<file path="config.mk">
export PLATFORM = sky130hd
export DESIGN_NAME = level_sequencer
export DESIGN_NICKNAME = d
export VERILOG_FILES = /design/src/rtl/level_pkg.sv /design/src/rtl/sym_tick_gen.sv /design/src/rtl/level_sequencer.sv
export SDC_FILE = /design/constraint.sdc
export NUM_CORES = 1
export LEC_CHECK = 0
export BUFFER_PORTS_ARGS = -buffer_cell sky130_fd_sc_hd__buf_2
export CORE_AREA = 2 2 117 119
export DETAILED_ROUTE_END_ITERATION = 8
export DIE_AREA = 0 0 119 121
export GPL_ROUTABILITY_DRIVEN = 1
export PLACE_DENSITY = 0.79
export SYNTH_ARGS = -nofsm -noshare
export SYNTH_HDL_FRONTEND = slang
export SYNTH_SLANG_ARGS = --single-unit
</file>
<file path="constraint.sdc">
create_clock -name Clk100M -period 21.2 [get_ports Clk100M]
set_input_delay 4.24 -clock Clk100M [delete_from_list [all_inputs] [get_ports Clk100M]]
set_output_delay 4.24 -clock Clk100M [all_outputs]
set_load 0.01 [all_outputs]
</file>
<file path="src/rtl/level_pkg.sv">
// Shared defaults and width helpers for the symbol-counter game level controller.
package level_pkg;

  localparam int unsigned DEF_MAX_LEVEL     = 15;
  localparam int unsigned DEF_PERIOD_W      = 32;
  localparam int unsigned DEF_INIT_PERIOD   = 100_000_000;
  localparam int unsigned DEF_STEP          = 50_000;
  localparam int unsigned DEF_MIN_PERIOD    = 10_000_000;
  localparam int unsigned DEF_PRELIM_CYCLES = 5_000_000;

  // Bits needed to hold levels 0..max_level.
  function automatic int unsigned lvl_width(input int unsigned max_level);
    return $clog2(max_level + 1);
  endfunction

endpackage

</file>
<file path="src/rtl/sym_tick_gen.sv">
// Free-running period counter: one-cycle symbol tick per period plus a
// preliminary window covering the last PRELIM_CYCLES counts before the wrap.
module sym_tick_gen #(
  parameter int unsigned PERIOD_W      = 32,
  parameter int unsigned PRELIM_CYCLES = 5_000_000
) (
  input  logic                Clk100M,
  input  logic                Rst_n,
  input  logic                clr,
  input  logic                run,
  input  logic [PERIOD_W-1:0] period,
  output logic                symTick,
  output logic                prelimSig
);

  logic [PERIOD_W-1:0] count_q, count_d;
  logic [PERIOD_W-1:0] last_c;
  logic [PERIOD_W-1:0] remain_c;
  logic                tick_q, tick_d;
  logic                prelim_q, prelim_d;

  assign last_c = period - PERIOD_W'(1);

  // Prelim is evaluated on the post-update count so it lines up with count_q.
  always_comb begin
    count_d  = count_q;
    tick_d   = 1'b0;
    prelim_d = prelim_q;
    remain_c = '0;
    if (clr) begin
      count_d  = '0;
      prelim_d = 1'b0;
    end else if (run) begin
      if (count_q >= last_c) begin
        count_d = '0;
        tick_d  = 1'b1;
      end else begin
        count_d = count_q + PERIOD_W'(1);
      end
      remain_c = last_c - count_d;
      prelim_d = (remain_c != '0) && (remain_c <= PERIOD_W'(PRELIM_CYCLES));
    end
  end

  always_ff @(posedge Clk100M or negedge Rst_n) begin
    if (!Rst_n) begin
      count_q  <= '0;
      tick_q   <= 1'b0;
      prelim_q <= 1'b0;
    end else begin
      count_q  <= count_d;
      tick_q   <= tick_d;
      prelim_q <= prelim_d;
    end
  end

  assign symTick   = tick_q;
  assign prelimSig = prelim_q;

endmodule

</file>
<file path="src/rtl/level_sequencer.sv">
// Game level controller: tracks the level, derives the symbol period from it
// and drives the symbol tick generator.
module level_sequencer
  import level_pkg::*;
#(
  parameter int unsigned MAX_LEVEL     = DEF_MAX_LEVEL,
  parameter int unsigned PERIOD_W      = DEF_PERIOD_W,
  parameter int unsigned INIT_PERIOD   = DEF_INIT_PERIOD,
  parameter int unsigned STEP          = DEF_STEP,
  parameter int unsigned MIN_PERIOD    = DEF_MIN_PERIOD,
  parameter int unsigned PRELIM_CYCLES = DEF_PRELIM_CYCLES,
  parameter bit          LINEAR_MODE   = 1'b1,
  localparam int unsigned LVL_W        = lvl_width(MAX_LEVEL)
) (
  input  logic                Clk100M,
  input  logic                Rst_n,
  input  logic                restart,
  input  logic                run,
  input  logic                incLevel,
  output logic [LVL_W-1:0]    curLevel,
  output logic [PERIOD_W-1:0] symGenMax,
  output logic                newLevel,
  output logic                atMax,
  output logic                symTick,
  output logic                prelimSig
);

  localparam int unsigned AW = PERIOD_W + LVL_W + 1;

  logic [LVL_W-1:0]    cur_level_q, cur_level_d;
  logic [PERIOD_W-1:0] period_q, period_d;
  logic                new_level_q, new_level_d;
  logic                start_pend_q, start_pend_d;

  logic                at_max_c;
  logic                lvl_up_c;
  logic                tick_clr_c;
  logic [AW-1:0]       dec_c;
  logic [AW-1:0]       diff_c;
  logic [PERIOD_W-1:0] next_period_c;

  assign at_max_c   = (cur_level_q == LVL_W'(MAX_LEVEL));
  assign lvl_up_c   = incLevel && !at_max_c;
  assign tick_clr_c = restart || lvl_up_c;

  // Extra headroom bit makes an over-large decrement show up as a set MSB.
  assign dec_c  = LINEAR_MODE ? (AW'(STEP) * AW'(cur_level_q)) : AW'(STEP);
  assign diff_c = AW'(period_q) - dec_c;
  assign next_period_c = (diff_c[AW-1] || (diff_c < AW'(MIN_PERIOD)))
                         ? PERIOD_W'(MIN_PERIOD) : diff_c[PERIOD_W-1:0];

  always_comb begin
    cur_level_d  = cur_level_q;
    period_d     = period_q;
    new_level_d  = 1'b0;
    start_pend_d = start_pend_q;
    if (restart) begin
      cur_level_d  = LVL_W'(1);
      period_d     = PERIOD_W'(INIT_PERIOD);
      new_level_d  = 1'b1;
      start_pend_d = 1'b0;
    end else begin
      if (start_pend_q) begin
        new_level_d  = 1'b1;
        start_pend_d = 1'b0;
      end
      if (lvl_up_c) begin
        cur_level_d = cur_level_q + LVL_W'(1);
        period_d    = next_period_c;
        new_level_d = 1'b1;
      end
    end
  end

  always_ff @(posedge Clk100M or negedge Rst_n) begin
    if (!Rst_n) begin
      cur_level_q  <= LVL_W'(1);
      period_q     <= PERIOD_W'(INIT_PERIOD);
      new_level_q  <= 1'b0;
      start_pend_q <= 1'b1;
    end else begin
      cur_level_q  <= cur_level_d;
      period_q     <= period_d;
      new_level_q  <= new_level_d;
      start_pend_q <= start_pend_d;
    end
  end

  sym_tick_gen #(
    .PERIOD_W      (PERIOD_W),
    .PRELIM_CYCLES (PRELIM_CYCLES)
  ) u_tick (
    .Clk100M   (Clk100M),
    .Rst_n     (Rst_n),
    .clr       (tick_clr_c),
    .run       (run),
    .period    (period_q),
    .symTick   (symTick),
    .prelimSig (prelimSig)
  );

  assign curLevel  = cur_level_q;
  assign symGenMax = period_q;
  assign newLevel  = new_level_q;
  assign atMax     = at_max_c;

endmodule

</file>
==> flow_metrics.env, run 1 <==
export IMPL_antenna_found_initial=0
export IMPL_fin_tns_setup_ps=0
export IMPL_avgSynthCellArea_um2=7.79
export IMPL_ys_ff_latch=68
export IMPL_hpwl_um=15200
export IMPL_worstPathArrival_ps=8940
export IMPL_synth_async_reset_ratio=1.00
export IMPL_io_pins=45
export IMPL_start_kind="flop"
export IMPL_clock_latency_ps=350
export IMPL_ir_drop_v=0.0000449
export IMPL_path_common_cell="or3_1"
export IMPL_global_route_usage_total=0.297
export IMPL_port_buffers=40
export IMPL_clockBufferDepth=2
export IMPL_wl_um=20500
export IMPL_cp_max_fo=27
export IMPL_min_path_cells=2
export IMPL_n_antenna_cell=0
export IMPL_cp_end_kind="flop"
export IMPL_cts_root_buf="clkbuf_16"
export IMPL_gr_total_overflow=0
export IMPL_status="completed"
export IMPL_drt_iter0_markers=559
export IMPL_cts_tree="built"
export IMPL_clk_pin_slew_ps=60
export IMPL_post_cts_setup_buffers=0
export IMPL_min_period_over_period=0.409
export IMPL_critPathMaxStageDelay_ps=480
export IMPL_cap_violations=0
export IMPL_critPathKind="flop to flop"
export IMPL_rr_worst_depth=35
export IMPL_start_util=0.608
export IMPL_die_w_um=119
export IMPL_hold_slack_ps=530
export IMPL_fin_worst_skew_ps=6.62
export IMPL_hold_class="flop to flop"
export IMPL_grt_pass1_wl_um=35000
export IMPL_cts_resized=0
export IMPL_syn_to_final_growth_pct=8.54
export IMPL_drive_gt1_frac=0.103
export IMPL_crit_required_ps=21480
export IMPL_gp_congestion=0.955
export IMPL_fin_nets=1130
export IMPL_die_h_um=121
export IMPL_synth_cells=1022
export IMPL_rows=42
export IMPL_multiInputGateArea_mm2=0.00583
export IMPL_ys_flop_type="dfrtp_1"
export IMPL_yosysTopAreaCellShare=0.170
export IMPL_worstMarginPinSlew_ps=1020
export IMPL_wl_per_cell_um=16.8
export IMPL_ant_nets=0
export IMPL_viasPerCell=6.16
export IMPL_synth_cell_types=87
export IMPL_cts_buffers=9
export IMPL_drtPass1Iterations=5
export IMPL_report_final_slew_viol_count=0
export IMPL_final_seq_area_mm2=0.00172
export IMPL_critPathSlowestCell="or4_1"
export IMPL_yosys_area_top_type="dfrtp_1"
export IMPL_yosysWarnings=0
export IMPL_synth_area_mm2=0.00796
export IMPL_core_mm2=0.0131
export IMPL_p_leak_nw=3.83
export IMPL_seq_area_frac_synth=0.216
export IMPL_cts_htree_levels=3
export IMPL_cellPowerDensity_mw_per_mm2=74.2
export IMPL_die_area_mm2=0.0144
export IMPL_clock_sinks=68
export IMPL_synthTopCellsByArea="dfrtp_1 (17%), ha_1 (13%), xnor2_1 (5.6%), xor2_1 (5.0%), nand2_1 (4.9%)"
export IMPL_hold_viol_final=0
export IMPL_grt_max_degree=69
export IMPL_setup_viol=0
export IMPL_vias=7508
export IMPL_fin_crit_ps=8660
export IMPL_drc=0
export IMPL_rsz0062_at_grt="no"
export IMPL_max_slew_margin=0.311
export IMPL_max_freq_ghz=0.115
export IMPL_synth_edf_count=0
export IMPL_postCtsHoldBufs=0
export IMPL_grt_pass1_vias=7150
export IMPL_fillers=1133
[Yosys cell counts (3+ instances only)]
master / count
ha_1: 85
mux2_2: 3
o21a_1: 8
xor2_1: 45
a22oi_1: 5
or2_2: 6
a221oi_1: 4
a21o_1: 11
dfrtp_1: 54
clkbuf_1: 37
o21ai_0: 58
nand2_1: 103
o41ai_1: 3
nor4_1: 11
nor2b_1: 9
xnor2_1: 51
nand2b_1: 11
and3_1: 15
nor2_1: 100
o31ai_1: 4
and2_1: 6
a31oi_1: 10
o2111ai_1: 3
a211oi_1: 5
o21bai_1: 5
or3_1: 10
nand3b_1: 14
buf_4: 5
nand3_1: 31
or4_1: 8
o211a_1: 3
a21oi_1: 76
nor3_1: 33
mux2i_1: 17
and4_1: 4
inv_1: 64
dfstp_2: 14
nor3b_1: 6
o211ai_1: 8
nand4_1: 14
nor3_2: 3
[stage by stage]
stage	cell area, µm²	power [mW]	setup slack [ps]	instances	util
final	8640	0.641	12540	1219	0.660
after global routing	8640	0.687	11950	1219	0.660
after CTS	8640	0.639	12620	1219	0.660
after detailed placement	8250	0.437	12720	1203	0.631
after global placement	8250	0.433	13010	1203	0.631
after floorplan	7980	0.375	13110	1026	-
[cell families after synthesis]
kind of cell | share of synthesized area
other | 0.000471
xor gates and xnor gates | 0.108
muxes | 0.0256
DFF | 0.216
and+or+nand+nor | 0.260
AOI/OAI and AO/OA | 0.193
buffers and inverters | 0.0539
adders and majority gates | 0.143
[critical path, delay by kind of cell, from the launching register on]
| family | cells | cell delay [ps] |
|---|---|---|
| simple gates | 14 | 3550 |
| compound gates | 14 | 2850 |
| fa+ha+maj | 3 | 940 |
| flops | 1 | 450 |
| buf+inv | 2 | 310 |
| xor+xnor | 1 | 240 |
| mux | 1 | 220 |
[state kept, by name (all words and copies together) (netlist names)]
register          cells
curLevel              4
newLevel              1
start_pend_q          1
symGenMax            28
u_tick.count_q       32
u_tick.prelimSig      1
u_tick.symTick        1
[metal layers]
layer	routed length [µm]	global-route usage	vias up
met1	9160	0.404	3549
met5	0	0	-
li1	-	-	3669
met3	1250	0.0395	36
met2	9680	0.489	254
met4	400	0.0990	0
[path summary, 6_finish.rpt]
path	startpoint	slack, ps	to
max in group asynchronous	Rst_n	16490	u_tick.count_q[21]
min in group asynchronous	Rst_n	4120	curLevel[3]
hold reg to reg	u_tick.prelimSig	530	u_tick.prelimSig
setup / recovery	symGenMax[9]	12540	u_tick.prelimSig
hold / removal	u_tick.prelimSig	530	u_tick.prelimSig
setup reg to reg	symGenMax[9]	12540	u_tick.prelimSig
[area by class of cell]
class | instances | share of cell area
repair buffers | 46 | 0.0284
inverters | 64 | 0.0278
well taps | 176 | 0.0255
clock buffers | 9 | 0.0261
clock inverters | 7 | 0.0188
flip-flops and latches | 68 | 0.199
multi-input cells | 849 | 0.674
[cells in the final DEF, fill, tap and decap left out, types with 8 or more instances in the layout]
cell	count
a21o_1	11
a21oi_1	76
a31oi_1	10
and3_1	15
buf_2	40
clkbuf_16	9
dfrtp_1	54
dfstp_2	14
ha_1	85
inv_1	64
mux2i_1	17
nand2_1	103
nand2b_1	11
nand3_1	31
nand3b_1	14
nand4_1	14
nor2_1	100
nor2b_1	9
nor3_1	33
nor4_1	11
o211ai_1	8
o21a_1	8
o21ai_0	58
or3_1	10
or4_1	8
xnor2_1	51
xor2_1	45
[power breakdown]
part	switching [mW]	internal (mW)	total [mW]
sequential	0.0220	0.141	0.163
combinational	0.165	0.115	0.280
clock	0.0599	0.138	0.198
Note: power is estimated with default switching activity, not from simulation.
==> inputs of run 2 (changes only) <==
Clock period 21.2 ns to 8.3 ns, I/O delays scaled along.
==> flow_metrics.env, run 2 (synthesized netlist as in run 1, its figures left out) <==
export IMPL_status="completed"
export IMPL_start_util=0.608
export IMPL_final_area_mm2=0.00873
export IMPL_setup_viol=0
export IMPL_gr_total_overflow=0
export IMPL_critPathMaxStageDelay_ps=530
export IMPL_timing_rr_end="u_tick.prelimSig"
export IMPL_grt_pass1_wl_um=34000
export IMPL_clk_pin_slew_ps=60
export IMPL_io_pins=45
export IMPL_gp_congestion=0.917
export IMPL_largest_register_ff_count=32
export IMPL_rows=42
export IMPL_die_w_um=119
export IMPL_top_register="u_tick.count_q"
export IMPL_p_leak_nw=3.86
export IMPL_grt_pass1_vias=7128
export IMPL_max_freq_ghz=0.128
export IMPL_die_area_mm2=0.0144
export IMPL_report_final_slew_viol_count=0
export IMPL_antenna_found_initial=0
export IMPL_cts_root_buf="clkbuf_16"
export IMPL_cp_end_kind="flop"
export IMPL_die_h_um=121
export IMPL_cts_tree="built"
export IMPL_reg2reg_slack_ps=460
export IMPL_wl_um=20200
export IMPL_port_buffers=40
export IMPL_met2_usage=0.486
export IMPL_max_slew_margin=0.361
export IMPL_gr_usage_met3=0.0418
export IMPL_viasPerCell=6.05
export IMPL_hold_class="flop to flop"
export IMPL_hold_viol_final=0
export IMPL_wl_per_cell_um=16.4
export IMPL_fin_worst_skew_ps=11.8
export IMPL_rsz0062_at_grt="no"
export IMPL_min_from="u_tick.prelimSig"
export IMPL_r2r_start="symGenMax[9]"
export IMPL_start_kind="flop"
export IMPL_cap_violations=0
export IMPL_clock_sinks=68
export IMPL_crit_required_ps=8530
export IMPL_dpl_cell_area_mm2=0.00832
export IMPL_n_antenna_cell=0
export IMPL_critPathSlowestCell="or4_1"
export IMPL_vias=7440
export IMPL_hold_end="u_tick.prelimSig"
export IMPL_cts_buffers=9
export IMPL_fin_crit_ps=7840
export IMPL_drive_gt1_frac=0.120
export IMPL_ir_drop_v=0.000114
export IMPL_hpwl_um=15000
export IMPL_final_cell_mix="nand2_1 (102), nor2_1 (99), ha_1 (85)"
export IMPL_drtPass1Iterations=5
export IMPL_core_mm2=0.0131
export IMPL_ant_nets=0
export IMPL_fillers=1133
export IMPL_min_period_over_period=0.944
export IMPL_layout_commonest_cell="nand2_1"
export IMPL_cp_max_fo=27
export IMPL_drc=0
export IMPL_rr_worst_depth=34
export IMPL_drt_iter0_markers=561
export IMPL_clockBufferDepth=2
export IMPL_syn_to_final_growth_pct=9.65
export IMPL_clock_latency_ps=350
export IMPL_worstPathArrival_ps=8070
export IMPL_critPathKind="flop to flop"
export IMPL_min_path_cells=2
export IMPL_use_met1=0.384
export IMPL_grt_busiest_layer="met2"
export IMPL_global_route_usage_total=0.290
export IMPL_postCtsHoldBufs=0
export IMPL_cts_htree_levels=3
export IMPL_fin_tns_setup_ps=0
export IMPL_fin_nets=1140
export IMPL_worstMarginPinSlew_ps=957
export IMPL_hold_slack_ps=551
export IMPL_grt_max_degree=69
export IMPL_cellPowerDensity_mw_per_mm2=179
-- run 2: area by class of cell --
| type | count | area [µm²] | share of cell area |
|---|---|---|---|
| Multi-Input combinational cell | 849 | 5890 | 0.675 |
| Inverter | 64 | 240 | 0.0275 |
| Timing Repair Buffer | 56 | 333 | 0.0381 |
| Clock buffer | 10 | 239 | 0.0274 |
| Clock inverter | 6 | 87.6 | 0.0100 |
| Sequential cell | 68 | 1720 | 0.197 |
| Tap cell | 176 | 220 | 0.0252 |
-- run 2: metrics by stage --
| step | worst slack [ps] | power (mW) | cells | util |
|---|---|---|---|---|
| after global placement | 358 | 1.11 | 1211 | 0.636 |
| after detailed placement | 219 | 1.13 | 1211 | 0.636 |
| after CTS | 176 | 1.55 | 1227 | 0.661 |
| after floorplan | 214 | 0.958 | 1026 | - |
| final | 464 | 1.57 | 1229 | 0.667 |
| after global routing | 20.5 | 1.68 | 1229 | 0.667 |
-- run 2: report_power, final --
| group | total, mW | leakage (nW) | internal, mW | switching (mW) |
|---|---|---|---|---|
| combinational | 0.736 | 2.82 | 0.304 | 0.432 |
| sequential | 0.406 | 0.887 | 0.361 | 0.0455 |
| clock | 0.424 | 0.151 | 0.270 | 0.153 |
-- run 2: how the worst max path moves through the flow --
stage	from	to	slack, ps	depth (start not counted)
3_5_place_dp	symGenMax[8]	u_tick.prelimSig	220	34
2_1_floorplan	symGenMax[9]	u_tick.prelimSig	210	35
5_1_grt	symGenMax[9]	u_tick.prelimSig	20	34
6_report	symGenMax[9]	u_tick.prelimSig	460	34
3_3_place_gp	symGenMax[8]	u_tick.prelimSig	360	34
4_1_cts	symGenMax[8]	u_tick.prelimSig	180	34
-- run 2: what timing repair did --
| item | 4_1_cts | 5_1_grt |
|---|---|---|
| setup buffers | 0 | 2 |
| resized for setup | 0 | 14 |
| endpoints found under the setup margin | 0 | 1 |
-- run 2: worst max-delay path, delay by kind of cell (launching register included) --
kind            cells  cell delay [ps]
compound gates     11             1900
xor+xnor            1              210
fa+ha+maj           2              560
buf+inv             2              240
flops               1              410
simple gates       18             4410
-- run 2: layer usage --
layer  vias to the layer above  wire (µm)
li1                       3697          -
met4                         0        385
met1                      3454       8910
met2                       260       9520
met5                         -          0
met3                        29       1350
